$ cat src/rtl/serial_logic_unit.sv
// Multi-cycle bitwise logic unit: eight logic ops on WIDTH-bit operands,
// CHUNK bits per clock (LSB first), with registered zero/parity flags.

module slu_chunk_op #(
   parameter int W = 8
) (
   input  logic [2:0]   op,
   input  logic [W-1:0] a,
   input  logic [W-1:0] b,
   output logic [W-1:0] y
);
   always_comb begin
      y = a;
      case (op)
         3'b000: y = a & b;
         3'b001: y = a | b;
         3'b010: y = a ^ b;
         3'b011: y = ~(a | b);
         3'b100: y = ~(a ^ b);
         3'b101: y = a & ~b;
         3'b110: y = ~a;
         default: y = a;
      endcase
   end
endmodule

module serial_logic_unit #(
   parameter int WIDTH = 32,
   parameter int CHUNK = 8
) (
   input  logic             clk,
   input  logic             rst,
   input  logic             start,
   input  logic [2:0]       op,
   input  logic [WIDTH-1:0] a,
   input  logic [WIDTH-1:0] b,
   output logic [WIDTH-1:0] out,
   output logic             zero,
   output logic             parity,
   output logic             busy,
   output logic             done
);
   localparam int N  = WIDTH / CHUNK;
   localparam int CW = (N > 1) ? $clog2(N) : 1;

   typedef enum logic [1:0] {
      S_IDLE = 2'd0,
      S_RUN  = 2'd1,
      S_DONE = 2'd2
   } state_t;

   state_t           state, state_nx;
   logic [WIDTH-1:0] a_q, b_q, res_q, res_nx;
   logic [2:0]       op_q;
   logic [CW-1:0]    cnt;
   logic             zero_acc, par_acc;
   logic [CHUNK-1:0] a_c, b_c, chunk;
   logic             last, accept;
   logic             zero_nx, par_nx;

   assign a_c    = a_q[cnt*CHUNK +: CHUNK];
   assign b_c    = b_q[cnt*CHUNK +: CHUNK];
   assign last   = (cnt == CW'(N - 1));
   assign accept = start && (state != S_RUN);

   slu_chunk_op #(.W(CHUNK)) u_op (
      .op (op_q),
      .a  (a_c),
      .b  (b_c),
      .y  (chunk)
   );

   // Result with the current chunk merged in; on the last cycle this is the final value.
   always_comb begin
      res_nx = res_q;
      res_nx[cnt*CHUNK +: CHUNK] = chunk;
   end

   assign zero_nx = zero_acc & ~(|chunk);
   assign par_nx  = par_acc ^ (^chunk);

   always_comb begin
      state_nx = state;
      case (state)
         S_IDLE, S_DONE: state_nx = start ? S_RUN : S_IDLE;
         S_RUN:          state_nx = last ? S_DONE : S_RUN;
         default:        state_nx = S_IDLE;
      endcase
   end

   // busy/done are registered from the next state so no output is combinational.
   always_ff @(posedge clk or posedge rst) begin
      if (rst) begin
         state <= S_IDLE;
         busy  <= 1'b0;
         done  <= 1'b0;
      end else begin
         state <= state_nx;
         busy  <= (state_nx == S_RUN);
         done  <= (state_nx == S_DONE);
      end
   end

   always_ff @(posedge clk or posedge rst) begin
      if (rst) begin
         a_q      <= '0;
         b_q      <= '0;
         op_q     <= '0;
         res_q    <= '0;
         cnt      <= '0;
         zero_acc <= 1'b1;
         par_acc  <= 1'b0;
         out      <= '0;
         zero     <= 1'b1;
         parity   <= 1'b0;
      end else if (accept) begin
         a_q      <= a;
         b_q      <= b;
         op_q     <= op;
         cnt      <= '0;
         zero_acc <= 1'b1;
         par_acc  <= 1'b0;
      end else if (state == S_RUN) begin
         res_q    <= res_nx;
         zero_acc <= zero_nx;
         par_acc  <= par_nx;
         if (last) begin
            out    <= res_nx;
            zero   <= zero_nx;
            parity <= par_nx;
         end else begin
            cnt <= cnt + 1'b1;
         end
      end
   end
endmodule

$ cat config.mk
export PLATFORM = sky130hd
export DESIGN_NAME = serial_logic_unit
export DESIGN_NICKNAME = d
export VERILOG_FILES = /design/src/rtl/serial_logic_unit.sv
export SDC_FILE = /design/constraint.sdc
export NUM_CORES = 1
export LEC_CHECK = 0
export ABC_AREA = 1
export CORE_MARGIN = 1
export CORE_UTILIZATION = 55
export DETAILED_ROUTE_END_ITERATION = 6
export MAX_ROUTING_LAYER = met4
export PLACE_DENSITY = 0.8
export SLEW_MARGIN = 0
export SYNTH_ARGS = -nofsm -noshare
export SYNTH_HDL_FRONTEND = slang
export SYNTH_SLANG_ARGS = --single-unit
$ cat constraint.sdc
create_clock -name clk -period 7.1 [get_ports clk]
set_input_delay 1.065 -clock clk [delete_from_list [all_inputs] [get_ports clk]]
set_output_delay 1.065 -clock clk [all_outputs]
set_load 0.02 [all_outputs]
==> results by stage <==
Routing:
- Dividing the detail-routed wire length by the instance count gives 15.1 um.
- The remaining routing DRC violations is 8.
- The via count normalized by instance count is around 5.4.
- The number of iterations in the first detailed-routing pass is 7.
- In this run the remaining antenna-violating nets after routing total 0.
- The detailed router placed 5647 vias in this run.
- The total length of routed wires is between 15000 and 20000 um.
- The number of violations reported at the end of detailed-routing iteration 0 is 391.

Worst setup path:
- The sum of buffers and inverters on the critical path is 5.
- The critical path goes through buf_4 -> inv_2 -> o21ai_0 -> nand2_1 -> inv_1 -> ha_1 -> mux2i_1 -> nand2_1 -> nor2_1 -> nand2_2 -> inv_1 -> ha_1 -> xnor2_1 -> xnor2_1 -> xor2_1 -> inv_1 -> o21ai_0.
- The endpoint arrival time on the critical path is 3920 ps.
- The end of the worst register-to-register path is parity.
- The startpoint identified for the worst register-to-register timing path is cnt[0].
- In this run the worst path has a maximum fanout of 52.
- By instance count, the cell type seen most on the critical path is sky130_fd_sc_hd__inv_1.
- The maximum single-stage delay on the critical path is around 630 ps.
- The worst register-to-register path has a setup slack of 3520 ps.
- The type of destination of the critical path is a register.
- The kind of cell with the highest combined delay along the critical path is buffers and inverters.
- The number of cells on the worst reg-to-reg path is 17.
- Data on the critical path is required at its endpoint by 7440 ps.
- The critical path class is reg -> reg.
- STA classifies the critical path startpoint as a register.
- The slowest library cell on the worst path is sky130_fd_sc_hd__inv_2.

Placement:
- The placed cell count is ~1000.
- The detailed-placement wirelength estimate is 11200 um.
- The post-place instance area is 7880 sq um.
- The routability congestion estimate from global placement is 0.841.
- The number of I/O port buffers is between 100 and 150.
- The setup slack after placement is 3530 ps.

STA:
- The total count of hold-check failures in the final report came to 0.
- Across the routed clock network, the largest skew measured is 6.67 ps.
- Setup repair after global routing left no endpoint under its margin.
- The post-layout worst setup margin is ~3500 ps.
- Setup violations remaining at the end of the flow were counted as 0.
- Subtracting the final worst setup slack from the clock period gives 3580 ps.
- The share of the clock period used by the worst path after layout is ~50%.
- Hold is met by 478 ps.
- The pin slew with the least headroom to its limit is 1010 ps.
- Summed over all failing endpoints, the final setup total negative slack is 0 ps.
- For this run, the top clock speed supported by timing is 280 MHz.
- The number of pins exceeding their max-slew limit in the final report was 0.
- Measured against its own limit, the worst slew margin works out to 32.4%.

Layout:
- The final cell count without fillers is about 1100.
- In the final design database the tool counted 979 nets.
- The final instance area is approximately 8500 sq um.
- Cells with a size suffix above 1 make up 12.9% of the layout.
- The diode insertion count for antenna repair is 0.
- Cells fill 71.1% of the core in the end.
- Relative to the synthesized area, the layout overhead comes to 26.0%.
- The number of fillers in the final layout is about 940.

Power and ir drop:
- The clock network power share is 21.8%.
- Summed over all cells, the static leakage comes to 4.20 nW.
- Combinational logic burns 50.7% of the power.
- IR analysis of the VDD net gives a maximum drop of approximately 0.29 mV.
- Total power for the finished layout comes to around 4.5 mW.
- Summed over all nets, the switching power comes to just under 2 mW.
- The ratio of total power to cell area is 530 nW/um^2.
- In this run, flip-flops and latches consume 27.5% of the power.
- The switching power as a share of total power is 42.4%.
- The design internal power is 2.61 mW.

CTS:
- The root buffer cell is sky130_fd_sc_hd__clkbuf_16.
- The number of instances resized during post-cts repair is 0.
- The H-tree was split into 4 levels.
- The clock sink count is 133.
- The cts-stage hold buffer count is 0.
- Clock tree synthesis inserted a total of 17 buffers.
- The CTS tree is built.
- Clock-pin slew was measured on the worst setup and hold paths at about 60 ps.
- The clock latency at the later pin of the worst-skew pair is 420 ps.
- In this run the post-CTS setup repair buffer count came out at 0.
- The clock passes through at most 2 buffers.

Outcome:
- The final reports fail on design-rule violations.
- The run finished, with violations left.

Floorplanning:
- The vertical die dimension is 113 um.
- The initial utilization of the core area, before any placement, comes to roughly 56%.
- The floorplan step defined a core boundary enclosing 12000 sq um.
- Pin placement for this block handled 106 I/O pins.
- The count of standard-cell rows is 40.
- The full die area is 12800 sq um.
- The die span in x is 113 um.

Min path:
- The worst min-delay path category is reg -> reg.
- The worst hold path cell count is 2.
- The endpoint of the worst hold-timing path is res_q[10].
- The startpoint of the tightest hold check path is res_q[10].

Global routing:
- Global routing used 28.2% of the available tracks.
- The number of global-route vias before repair is 5651.
- The first global-routing pass estimated between 20000 and 30000 um of wire.
- The pin count of the biggest net entering global routing is 89.
- The initial antenna violation count is 0.
- Summed over all layers, the global routing overflow is 0.

Logic synthesis:
- The synthesis-stage register bit count is 133.
- The number of synthesis warnings is 0.
- The number of cells produced by synthesis is 799.
- Synthesis produced a netlist with a net count of 886.
- The area share of the largest cell type after synthesis is 48.3%.
- The mean instance size in the synthesized netlist is 8.49 sq um.
- After synthesis, flip-flops and latches occupy 49.1% of the total area.
- sky130_fd_sc_hd__dfrtp_1 takes more of the synthesized area than any other cell.
- The number of distinct library cells after synthesis is 30.
- The mapped netlist covers 6780 sq um.
- In the post-synthesis netlist, the biggest area contributors are sky130_fd_sc_hd__dfrtp_1 48%, sky130_fd_sc_hd__nand2_1 16%, sky130_fd_sc_hd__mux2_2 8.0%, sky130_fd_sc_hd__inv_1 3.2%, sky130_fd_sc_hd__ha_1 3.1%.

Job:
- The max-cap check violation count is 0.
==> worst max path at each step <==
stage                      start  endpoint  slack [ps]  cells past startpoint
after floorplan              rst    a_q[0]        2480                      1
after global placement    cnt[0]    parity        3710                     17
after detailed placement  cnt[0]   par_acc        3530                     17
after CTS                 cnt[0]    parity        3530                     17
after global routing      cnt[0]    parity        3160                     17
final                     cnt[0]    parity        3520                     17
==> per-layer routing <==
| layer | GRT usage (%) | vias up | wire length, um | part of all wire, % |
|---|---|---|---|---|
| met5 | - | - | 0 | 0 |
| met4 | 8.51 | 0 | 268 | 1.7 |
| met3 | 6.64 | 22 | 707 | 4.5 |
| met2 | 44.9 | 151 | 7830 | 49 |
| met1 | 35.9 | 2721 | 7030 | 44 |
| li1 | - | 2753 | - | - |
==> cell usage after synthesis (all sizes together) <==
library cell / number
a21oi: 33
buf: 25
clkbuf: 9
dfrtp: 131
dfstp: 2
ha: 17
inv: 65
mux2: 48
mux2i: 6
nand2: 300
nand3: 44
nand4: 16
nor2: 49
nor3: 5
o211ai: 8
o21ai: 37
xnor2: 2
xor2: 2
==> cell type report <==
class	instances	area [sq um]	area share (%)
multi-input cells	567	3040	35.6
clock buffers	18	429	5.02
inverters	65	251	2.94
well taps	147	184	2.15
repair buffers	108	1070	12.6
clock inverters	14	231	2.71
flip-flops and latches	133	3330	39.0
==> placed cells by master, fill, tap and decap left out, types with 18 or more instances in the layout <==
| cell | count |
|---|---|
| sky130_fd_sc_hd__o21ai_0 | 18 |
| sky130_fd_sc_hd__mux2_2 | 48 |
| sky130_fd_sc_hd__nor2_1 | 46 |
| sky130_fd_sc_hd__inv_1 | 57 |
| sky130_fd_sc_hd__nand3_1 | 36 |
| sky130_fd_sc_hd__a21oi_1 | 33 |
| sky130_fd_sc_hd__nand2_1 | 289 |
| sky130_fd_sc_hd__dfrtp_1 | 131 |
| sky130_fd_sc_hd__clkdlybuf4s50_1 | 105 |
| sky130_fd_sc_hd__o21ai_1 | 19 |
==> cells by family after synthesis <==
| group | count (synthesis) | synth area share, % |
|---|---|---|
| xor gates and xnor gates | 4 | 0.517 |
| buffers and inverters | 99 | 6.14 |
| DFF | 133 | 49.1 |
| muxes | 54 | 8.86 |
| AOI/OAI and AO/OA | 78 | 6.05 |
| and+or+nand+nor | 414 | 26.2 |
| adders and majority gates | 17 | 3.14 |
==> tightest hold or removal path: stages (launching register included) <==
cell,delay (ps)
sky130_fd_sc_hd__dfrtp_1,340
sky130_fd_sc_hd__nand2_1,50
sky130_fd_sc_hd__nand2_1,60
==> sequential cells by signal (all words and copies together) (netlist names) <==
register,cells
a_q,32
b_q,32
busy,1
cnt,2
done,1
op_q,3
out,32
par_acc,1
parity,1
res_q,24
state,2
zero,1
zero_acc,1
==> power groups by stage <==
stage,logic [mW],registers [mW],clock network (mW)
CTS,2.31,1.25,0.992
detailed placement,2.30,1.26,0
floorplan,1.68,1.28,0
global route,2.57,1.28,1.03
global placement,2.21,1.24,0
finish,2.30,1.25,0.986
No activity file was read; power rests on OpenSTA's default activity.
